--- config.mk ---
export PLATFORM = sky130hd
export DESIGN_NAME = evenzeroes_tx
export DESIGN_NICKNAME = d
export VERILOG_FILES = /design/src/rtl/evenzeroes_pkg.sv /design/src/rtl/evenzeroes_tx_chk.sv /design/src/rtl/rail_sync.sv /design/src/rtl/evenzeroes_tx.sv
export SDC_FILE = /design/constraint.sdc
export NUM_CORES = 1
export LEC_CHECK = 0
export BUFFER_PORTS_ARGS = -buffer_cell sky130_fd_sc_hd__buf_4
export CORE_ASPECT_RATIO = 1.75
export CORE_UTILIZATION = 40
export CTS_CLUSTER_DIAMETER = 30
export DETAILED_ROUTE_END_ITERATION = 10
export PLACE_DENSITY_LB_ADDON = 0.2
export RECOVER_POWER = 50
export SYNTH_ARGS = -nofsm -noshare
export SYNTH_HDL_FRONTEND = slang
export SYNTH_SLANG_ARGS = --single-unit
--- constraint.sdc ---
create_clock -name clk -period 2.3 [get_ports clk]
set_clock_uncertainty 0.05 [all_clocks]
set_input_delay 0.115 -clock clk [delete_from_list [all_inputs] [get_ports clk]]
set_output_delay 0.115 -clock clk [all_outputs]
set_load 0.02 [all_outputs]
--- src/rtl/evenzeroes_pkg.sv ---
// Shared types and constants for the even-zeroes dual-rail transmitter.
// Contents:
//   state_e          - handshake FSM states
//   RAIL_P0/RAIL_P1  - bit positions of the receiver rails in rail vectors
//   zeros_odd_next   - running zero-count parity update for one data bit
package evenzeroes_pkg;

    typedef enum logic [1:0] {
        IDLE  = 2'd0,
        DRIVE = 2'd1,
        RTZ   = 2'd2,
        FAULT = 2'd3
    } state_e;

    localparam int RAIL_P0 = 0;
    localparam int RAIL_P1 = 1;
    localparam int RAIL_N  = 2;

    // A zero data bit flips the zero-count parity, a one leaves it alone.
    function automatic logic zeros_odd_next(input logic zeros_odd, input logic data_bit);
        return zeros_odd ^ ~data_bit;
    endfunction

endpackage

--- src/rtl/evenzeroes_tx_chk.sv ---
// Property checker for the transmitter's data rails.
// Ports:
//   clk, rst   - clock and synchronous active-high reset
//   bit0, bit1 - the dual-rail data pair driven by the transmitter
module evenzeroes_tx_chk (
    input logic clk,
    input logic rst,
    input logic bit0,
    input logic bit1
);

    // Both data rails high is not a legal codeword on the link.
    a_rails_exclusive: assert property (@(posedge clk) disable iff (rst) !(bit0 && bit1));

endmodule

--- src/rtl/rail_sync.sv ---
// Multi-flop synchronizer for one asynchronous receiver rail.
// Ports:
//   clk - sampling clock
//   rst - synchronous active-high reset, clears the chain
//   d   - asynchronous rail input
//   q   - synchronized rail, SYNC_STAGES edges behind d
module rail_sync
    import evenzeroes_pkg::*;
#(
    parameter int SYNC_STAGES = 2
) (
    input  logic clk,
    input  logic rst,
    input  logic d,
    output logic q
);

    // Fewer than two flops gives no metastability settling time, so clamp.
    localparam int STAGES_C = (SYNC_STAGES < 2) ? 2 : SYNC_STAGES;

    logic [STAGES_C-1:0] sync_r;

    // Shift the rail through the synchronizer chain.
    always_ff @(posedge clk) begin
        if (rst) begin
            sync_r <= '0;
        end else begin
            sync_r <= {sync_r[STAGES_C-2:0], d};
        end
    end

    assign q = sync_r[STAGES_C-1];

endmodule

--- src/rtl/evenzeroes_tx.sv ---
// Clocked transmitter for the dual-rail four-phase even-zeroes link.
// Accepts bits over valid/ready, drives them on bit0/bit1, completes the
// return-to-zero handshake against parity0/parity1 and compares each answer
// with a local model of the running zero-count parity.
// Ports:
//   clk, rst            - clock, synchronous active-high reset
//   in_valid/in_bit     - producer bit offer
//   in_ready            - block can accept a bit this cycle
//   bit0, bit1          - registered data rails
//   parity0, parity1    - asynchronous receiver rails (odd / even zeros)
//   res_valid           - one-cycle pulse carrying res_parity
//   res_parity          - 1 when the receiver reported even zeros
//   mismatch            - sticky, receiver disagreed with the model
//   proto_err           - sticky, illegal rail combination seen
//   timeout             - sticky, a handshake phase took too long
//   xfer_count          - completed four-phase transfers, wrapping
module evenzeroes_tx
    import evenzeroes_pkg::*;
#(
    parameter int SYNC_STAGES    = 2,
    parameter int TIMEOUT_CYCLES = 255,
    parameter int CNT_W          = 16
) (
    input  logic             clk,
    input  logic             rst,
    input  logic             in_valid,
    input  logic             in_bit,
    output logic             in_ready,
    output logic             bit0,
    output logic             bit1,
    input  logic             parity0,
    input  logic             parity1,
    output logic             res_valid,
    output logic             res_parity,
    output logic             mismatch,
    output logic             proto_err,
    output logic             timeout,
    output logic [CNT_W-1:0] xfer_count
);

    localparam bit          TO_EN_C   = (TIMEOUT_CYCLES != 32'sd0);
    localparam logic [31:0] TO_LAST_C = 32'(TIMEOUT_CYCLES) - 32'd1;

    logic [RAIL_N-1:0] rx_rails_s;
    logic [RAIL_N-1:0] rx_sync_s;
    logic              p0_s;
    logic              p1_s;

    state_e            state_r,      state_s;
    logic [31:0]       wait_cnt_r,   wait_cnt_s;
    logic              bit0_r,       bit0_s;
    logic              bit1_r,       bit1_s;
    logic              in_ready_r,   in_ready_s;
    logic              res_valid_r,  res_valid_s;
    logic              res_parity_r, res_parity_s;
    logic              mismatch_r,   mismatch_s;
    logic              proto_err_r,  proto_err_s;
    logic              timeout_r,    timeout_s;
    logic [CNT_W-1:0]  xfer_count_r, xfer_count_s;
    logic              zeros_odd_r,  zeros_odd_s;
    logic              exp_even_r,   exp_even_s;
    logic              timeout_hit_s;

    assign rx_rails_s[RAIL_P0] = parity0;
    assign rx_rails_s[RAIL_P1] = parity1;

    rail_sync #(.SYNC_STAGES(SYNC_STAGES)) u_sync_p0 (
        .clk (clk),
        .rst (rst),
        .d   (rx_rails_s[RAIL_P0]),
        .q   (rx_sync_s[RAIL_P0])
    );

    rail_sync #(.SYNC_STAGES(SYNC_STAGES)) u_sync_p1 (
        .clk (clk),
        .rst (rst),
        .d   (rx_rails_s[RAIL_P1]),
        .q   (rx_sync_s[RAIL_P1])
    );

    assign p0_s = rx_sync_s[RAIL_P0];
    assign p1_s = rx_sync_s[RAIL_P1];

    // The wait counter restarts at 0 on entry, so the last count before expiry is TIMEOUT_CYCLES-1.
    assign timeout_hit_s = TO_EN_C && (wait_cnt_r == TO_LAST_C);

    // Next-state, handshake outputs, model update and counters.
    always_comb begin
        state_s      = state_r;
        bit0_s       = bit0_r;
        bit1_s       = bit1_r;
        res_valid_s  = 1'b0;
        res_parity_s = res_parity_r;
        mismatch_s   = mismatch_r;
        proto_err_s  = proto_err_r;
        timeout_s    = timeout_r;
        xfer_count_s = xfer_count_r;
        zeros_odd_s  = zeros_odd_r;
        exp_even_s   = exp_even_r;

        case (state_r)
            IDLE: begin
                if (p0_s | p1_s) begin
                    proto_err_s = 1'b1;
                    bit0_s      = 1'b0;
                    bit1_s      = 1'b0;
                    state_s     = FAULT;
                end else if (in_valid & in_ready_r) begin
                    bit1_s      = in_bit;
                    bit0_s      = ~in_bit;
                    zeros_odd_s = zeros_odd_next(zeros_odd_r, in_bit);
                    exp_even_s  = ~zeros_odd_next(zeros_odd_r, in_bit);
                    state_s     = DRIVE;
                end else begin
                    state_s = IDLE;
                end
            end
            DRIVE: begin
                if (p0_s & p1_s) begin
                    proto_err_s = 1'b1;
                    bit0_s      = 1'b0;
                    bit1_s      = 1'b0;
                    state_s     = FAULT;
                end else if (p0_s | p1_s) begin
                    res_valid_s  = 1'b1;
                    res_parity_s = p1_s;
                    if (p1_s != exp_even_r) begin
                        mismatch_s = 1'b1;
                    end else begin
                        mismatch_s = mismatch_r;
                    end
                    bit0_s  = 1'b0;
                    bit1_s  = 1'b0;
                    state_s = RTZ;
                end else if (timeout_hit_s) begin
                    timeout_s = 1'b1;
                    bit0_s    = 1'b0;
                    bit1_s    = 1'b0;
                    state_s   = FAULT;
                end else begin
                    state_s = DRIVE;
                end
            end
            RTZ: begin
                if (p0_s & p1_s) begin
                    proto_err_s = 1'b1;
                    state_s     = FAULT;
                end else if (!p0_s & !p1_s) begin
                    xfer_count_s = xfer_count_r + CNT_W'(1'b1);
                    state_s      = IDLE;
                end else if (timeout_hit_s) begin
                    timeout_s = 1'b1;
                    state_s   = FAULT;
                end else begin
                    state_s = RTZ;
                end
            end
            FAULT: begin
                bit0_s  = 1'b0;
                bit1_s  = 1'b0;
                state_s = FAULT;
            end
            default: begin
                bit0_s  = 1'b0;
                bit1_s  = 1'b0;
                state_s = FAULT;
            end
        endcase

        in_ready_s = (state_s == IDLE);

        if (state_s != state_r) begin
            wait_cnt_s = 32'd0;
        end else if ((state_r == DRIVE) || (state_r == RTZ)) begin
            wait_cnt_s = wait_cnt_r + 32'd1;
        end else begin
            wait_cnt_s = 32'd0;
        end
    end

    // State, output and model registers.
    always_ff @(posedge clk) begin
        if (rst) begin
            state_r      <= IDLE;
            wait_cnt_r   <= 32'd0;
            bit0_r       <= 1'b0;
            bit1_r       <= 1'b0;
            in_ready_r   <= 1'b0;
            res_valid_r  <= 1'b0;
            res_parity_r <= 1'b0;
            mismatch_r   <= 1'b0;
            proto_err_r  <= 1'b0;
            timeout_r    <= 1'b0;
            xfer_count_r <= '0;
            zeros_odd_r  <= 1'b0;
            exp_even_r   <= 1'b0;
        end else begin
            state_r      <= state_s;
            wait_cnt_r   <= wait_cnt_s;
            bit0_r       <= bit0_s;
            bit1_r       <= bit1_s;
            in_ready_r   <= in_ready_s;
            res_valid_r  <= res_valid_s;
            res_parity_r <= res_parity_s;
            mismatch_r   <= mismatch_s;
            proto_err_r  <= proto_err_s;
            timeout_r    <= timeout_s;
            xfer_count_r <= xfer_count_s;
            zeros_odd_r  <= zeros_odd_s;
            exp_even_r   <= exp_even_s;
        end
    end

    assign in_ready   = in_ready_r;
    assign bit0       = bit0_r;
    assign bit1       = bit1_r;
    assign res_valid  = res_valid_r;
    assign res_parity = res_parity_r;
    assign mismatch   = mismatch_r;
    assign proto_err  = proto_err_r;
    assign timeout    = timeout_r;
    assign xfer_count = xfer_count_r;

    evenzeroes_tx_chk u_chk (
        .clk  (clk),
        .rst  (rst),
        .bit0 (bit0_r),
        .bit1 (bit1_r)
    );

endmodule

; ---- After elaboration in Yosys (flattened, before gate mapping)
; Index checks and enable logic that the tools add are counted.
[word_totals]
regBits = 64
inputBits = 6
[classes]
addsub = 2
n_eq_ne = 14
muxes = 28
n_bitwise = 11
reduce_logical = 18
[ops]
columns = op, count
row1 = "adder 32 x 1 -> 32 bit, second input constant", 1
row2 = "equality test 32 x 8 -> 1 bit, second input constant", 1
row3 = two-way mux 1 bit, 17
row4 = "adder 16 x 1 -> 16 bit, second input constant", 1
row5 = AND reduction 3 bit, 5
row6 = two-way mux 2 bit, 6
row7 = "!= test 2 bit, second input constant", 5
row8 = case mux 2 bit (4 select lines), 1
row9 = inverter 1 bit, 6
row10 = case mux 1 bit (3 select lines), 2
row11 = OR reduction 3 bit, 2
row12 = AND reduction 5 bit, 1
row13 = "equality test 2 bit, second input constant", 2
row14 = zero test 2 bit, 2
row15 = "!= test 4 bit, second input constant", 1
row16 = case mux 1 bit (2 select lines), 2
row17 = AND reduction 4 bit, 1
row18 = nonzero test 2 bit, 2
row19 = AND 1 bit, 3
row20 = "!= test 3 bit, second input constant", 1
row21 = nonzero test 3 bit, 1
row22 = "equality test 2 x 1 -> 1 bit, second input constant", 1
row23 = zero test 1 bit, 2
row24 = "!= test 2 x 1 -> 1 bit, second input constant", 1
row25 = other kinds (6), 6

; ---- Depth between registers and ports, before layout
[depth]
depth_word = 7
ltp_mapped = 10
depth_no_buf = 8

; ---- Cells and area by module
; Synthesis repeated with hierarchy kept, for this count alone.
[hier_totals]
cells_unflattened = 341
area_unflattened_um2 = 3044.2
[by_module_without_submodules]
columns = mod, instances, cells_each, area_per_inst_um2, seq_area_each_um2
row1 = evenzeroes_tx, 1, 333, 2939.1, 1201.2
row2 = rail_sync, 2, 4, 52.6, 40.0

; ---- Worst setup path after synthesis
; OpenSTA, ideal clock, no wires.
[synth_timing]
path_type = register to register
startpoint = register state_r[0]
endpoint = register wait_cnt_r[13]
setup_time_ns = 0.117
arrival_ns = 2.064
required_time_ns = 2.133
path_slack_ns = 0.069
path_stages_with_launch = 10
path_buffers = 2
period_less_slack_ns = 2.231
path_cell_list = dfxtp_1 inv_1 ha_1 buf_2 a2111oi_0 a31oi_1 a31oi_1 xnor2_2 buf_4 nor3_2
[synth_between]
elab_chain_cells = 4
word_cells_on_any_way = 9
cone_classes = eq/ne (4) / mux (1) / bitwise (1) / reduce/logical (3)
[synth_lines]
columns = item, line
row1 = "start, declared", evenzeroes_tx.sv:49  ; state_e state_r, state_s;
row2 = "start signal, assigned", evenzeroes_tx.sv:198  ; state_r <= state_s;
row3 = "equality test 2 bit, or another cell as far along", evenzeroes_tx.sv:101  ; case (state_r)
row4 = case mux 2 bit (4 select lines) / logical OR 1 bit (equally long branches), "evenzeroes_tx.sv:101, evenzeroes_tx.sv:174"
row5 = != test 2 bit / inverter 1 bit (equally long branches), --
row6 = OR reduction 3 bit (no line) *, --
row7 = "end signal, assigned", evenzeroes_tx.sv:199  ; wait_cnt_r <= wait_cnt_s;
row8 = "end, declared", evenzeroes_tx.sv:50  ; logic [31:0] wait_cnt_r, wait_cnt_s;
; Mark *: on every way between the ends. The rest lies on a longest branch, timed or not.
; A chain may end at the register's enable or synchronous reset.

; ---- Worst setup path in the final report
[layout_timing]
startpoint = register wait_cnt_r[1]
endpoint = register wait_cnt_r[21]
[layout_between]
elab_chain_cells = 7
word_cells_on_any_way = 11
cone_classes = add/sub (1) / eq/ne (2) / mux (7) / reduce/logical (1)
[layout_lines]
columns = item, line
row1 = equality test 32 x 8 -> 1 bit, evenzeroes_tx.sv:85  ; assign timeout_hit_s = TO_EN_C && (wait_cnt_r == TO_LAST_C);
row2 = two-way mux 1 bit / two-way mux 2 bit (equally long branches), "evenzeroes_tx.sv:151, evenzeroes_tx.sv:135"
row3 = "two-way mux 2 bit, on equally long branches", "evenzeroes_tx.sv:148, evenzeroes_tx.sv:124"
row4 = "two-way mux 2 bit, on equally long branches", "evenzeroes_tx.sv:145, evenzeroes_tx.sv:119"
row5 = case mux 2 bit (4 select lines), evenzeroes_tx.sv:101
row6 = != test 2 bit, evenzeroes_tx.sv:172  ; if (state_s != state_r) begin
row7 = OR reduction 3 bit (no line), --
; Several ways; a longest one is shown, not always the timed one.

==> out/qor.txt <==
Status: finished, final reports clean
Library cells used by synthesis: 44
Share of cells above drive strength 1: 0.257
Final period util: 0.943
CP Max Fanout: 16
DP HPWL: 5230 um
Row count: 43
WP buf/inv: 1
Mapped Nets: 365
Final net count: 425
Net Sw Power: 0.833 mW
CTS max path bufs: 2
Placed Cells: 481
Ys flop type: dfxtp_1
Slew HR: 0.685
Io pins: 30
Die ar.: 0.00843 sq mm
Initial Util: 0.410
GRT Total Usage: 0.176
Mean Syn Cell Area: 9.29 sq um
Root Buffer: clkbuf_16
Clock power share: 0.434
CTS tree: done
Worst Hold Launch: in_bit
GRT overflow: 0
Lkg Pwr: 1.41 nW
Layout Cells excl Fill: 502
Sw Ratio: 0.263
Yosys reg bits: 64
Async S/R FF share, synth: 0
R2R Path Start: wait_cnt_r[1]
Critical Path AT: 2370 ps
DRT Wirelength: 7050 um
Clk sinks: 64
Final setup violation count: 0
Vias per cell: 5.23
Diode count: 0
Initial DRC Count: 97
CP Class: flop to flop
Seq/Total Area, Yosys: 0.398
H-tree Lvls: 3
Sequential group share of total power: 0.365
Worst Tran Pin Value: 467 ps
Core area: 0.00786 sq mm
Largest net degree at the start of global routing: 36
Combinational share of power: 0.202
Avg WL per Cell: 14.0 um
Port bufs: 29
Int Pwr: 2.33 mW
Crit end category: flop
Hold Crit Depth: 3
CP max stage cell: or4b_4
Initial antenna violation count: 0
Max_cap viols: 0
Hold crit path type: primary input to flop
R2r worst-path depth: 8
Final RePlAce weighted congestion: 0.780
Via count: 2,626
Area Overhead vs Synth: 26.7%
Post-DRT Antenna Nets: 0
Flop2flop setup slack: 130 ps
Crit-path max cell delay: 590 ps
Total CTS buffers: 9
Worst vdd ir: 0.527 mV
Overall Power: 3.16 mW
P per Cell Area: 774 mW/mm^2
Post-Syn Area: 0.00322 sq mm
Cell count after synthesis: 347
Reg-to-reg endpoint: wait_cnt_r[21]
TritonRoute pass-1 iters: 5
First-pass GRT wire length: 11,500 um
Final slew viol count: 0
Worst-path cell chain: ha_1 > nor4b_2 > nand4_1 > or4b_4 > a21oi_4 > a31oi_4 > buf_12 > nor3_1
Min Tclk post-route: 2170 ps
CP Launch Type: flop
Synth warnings: 0
FMAX: 461 MHz
Critical path required time: 2500 ps
Die Wd: 69.9 um
Clock input transition at the sequential cells of the worst setup and hold paths: 50 ps
WHS Endpoint: bit0
Number of global-route vias before repair: 2,520
Die Span Y: 121 um
Hold Vio Cnt, Final: 0
Post-synth EDFFs: 0
Top Family by Delay on Critical Path: simple AND/OR/NAND/NOR gates
DRC: 0
Worst skew pair latency: 330 ps
==> layer usage <==
| metal | wire, um | up-vias | global-route usage |
|---|---|---|---|
| li1 | - | 1328 | - |
| met1 | 2690 | 1263 | 0.164 |
| met2 | 4050 | 28 | 0.348 |
| met3 | 166 | 7 | 0.0392 |
| met4 | 144 | 0 | 0.0863 |
| met5 | 0 | - | 0 |
==> Yosys cell counts (2+ instances only) <==
cell type | number | area share
a21oi_1 | 9 | 0.014
a31oi_1 | 5 | 0.0097
and3_1 | 6 | 0.012
and4_1 | 6 | 0.016
buf_4 | 2 | 0.0047
buf_6 | 6 | 0.021
clkbuf_1 | 8 | 0.0093
dfxtp_1 | 64 | 0.40
ha_1 | 12 | 0.047
inv_1 | 7 | 0.0082
nand2_1 | 24 | 0.028
nand3_1 | 24 | 0.037
nand3b_1 | 3 | 0.0070
nand4_1 | 10 | 0.019
nor2_1 | 34 | 0.040
nor2b_1 | 6 | 0.012
nor3_1 | 7 | 0.011
nor3_2 | 31 | 0.096
nor4_1 | 4 | 0.0078
nor4b_1 | 2 | 0.0054
o21ai_0 | 9 | 0.014
or3_1 | 4 | 0.0078
xnor2_1 | 16 | 0.043
xor2_1 | 28 | 0.076
==> cells in the final DEF (no fill, tap or decap), drive strengths merged, types with 4 or more instances in the layout <==
cell	count
inv	7
xnor2	17
nand4	10
or3	4
nand3	25
ha	12
a31oi	6
dfxtp	64
clkbuf	39
and3	7
nor3	38
nor2	34
buf	36
o21ai	9
nor2b	6
and4	6
nor4	4
a21oi	10
nand2	24
xor2	28
==> repair_timing <==
item / 4_1_cts / 5_1_grt
endpoints found under the hold margin: 2 / 0
setup buffers: 0 / 3
resized for setup: 0 / 16
hold buffers: 2 / 0
setup endpoints to repair: 0 / 34
==> power groups by stage <==
stage	Clock, mW	Sequential (mW)	Combinational [mW]
global route	1.45	1.16	0.686
floorplan	0	1.19	0.323
CTS	1.40	1.15	0.592
detailed placement	0	1.18	0.589
finish	1.37	1.15	0.637
global placement	0	1.18	0.586
==> worst min-delay path: cells and delay by family <==
kind / cells / cell delay [ps]
AO/OA/AOI/OAI: 1 / 60
buffers and inverters: 1 / 100
AND/OR/NAND/NOR: 1 / 90
==> kinds of logic (layout without fill, tap and decap cells) <==
| logic type | Yosys count | count (layout) | share of synthesized area |
|---|---|---|---|
| xor gates and xnor gates | 45 | 45 | 0.125 |
| DFF | 64 | 64 | 0.398 |
| adders and majority gates | 12 | 12 | 0.0466 |
| AOI/OAI and AO/OA | 31 | 31 | 0.0625 |
| and+or+nand+nor | 171 | 171 | 0.324 |
| buffers and inverters | 24 | 89 | 0.0446 |
==> sequential cells by signal (all words and copies together), names as in the netlist <==
register          cells
wait_cnt_r           32
proto_err             1
bit1                  1
state_r               2
bit0                  1
xfer_count           16
u_sync_p1.sync_r      2
timeout               1
res_parity            1
zeros_odd_r           1
mismatch              1
res_valid             1
exp_even_r            1
u_sync_p0.sync_r      2
in_ready              1
==> how the worst max path moves through the flow <==
| stage | from | to | slack (ps) | cells after the start |
|---|---|---|---|---|
| 2_1_floorplan | state_r[0] | wait_cnt_r[13] | 70 | 9 |
| 3_3_place_gp | state_r[1] | wait_cnt_r[21] | 10 | 10 |
| 3_5_place_dp | state_r[1] | wait_cnt_r[21] | 30 | 10 |
| 4_1_cts | state_r[1] | wait_cnt_r[12] | 30 | 10 |
| 5_1_grt | state_r[1] | wait_cnt_r[31] | -5 | 12 |
| 6_report | wait_cnt_r[1] | wait_cnt_r[21] | 130 | 8 |
==> layout make-up <==
type,instances,area (sq um)
well taps,90,113
flip-flops and latches,64,1280
repair buffers,66,482
inverters,7,26.3
clock buffers,11,253
multi-input cells,259,1870
fillers,766,3770
clock inverters,5,55.1
==> metrics by stage <==
step                hold slack, ps  setup slack, ps  TNS [ps]  utilization  area (sq um)
CTS                           37.0             31.8         0        0.519          4080
finish                        47.3              131         0        0.520          4080
detailed placement             282             29.7         0        0.477          3750
floorplan                      193             69.3         0            -          3220
global placement               280             10.2         0        0.477          3750
global route                  70.9            -5.16     -11.6        0.520          4080
Note: power is estimated with default switching activity, not from simulation.
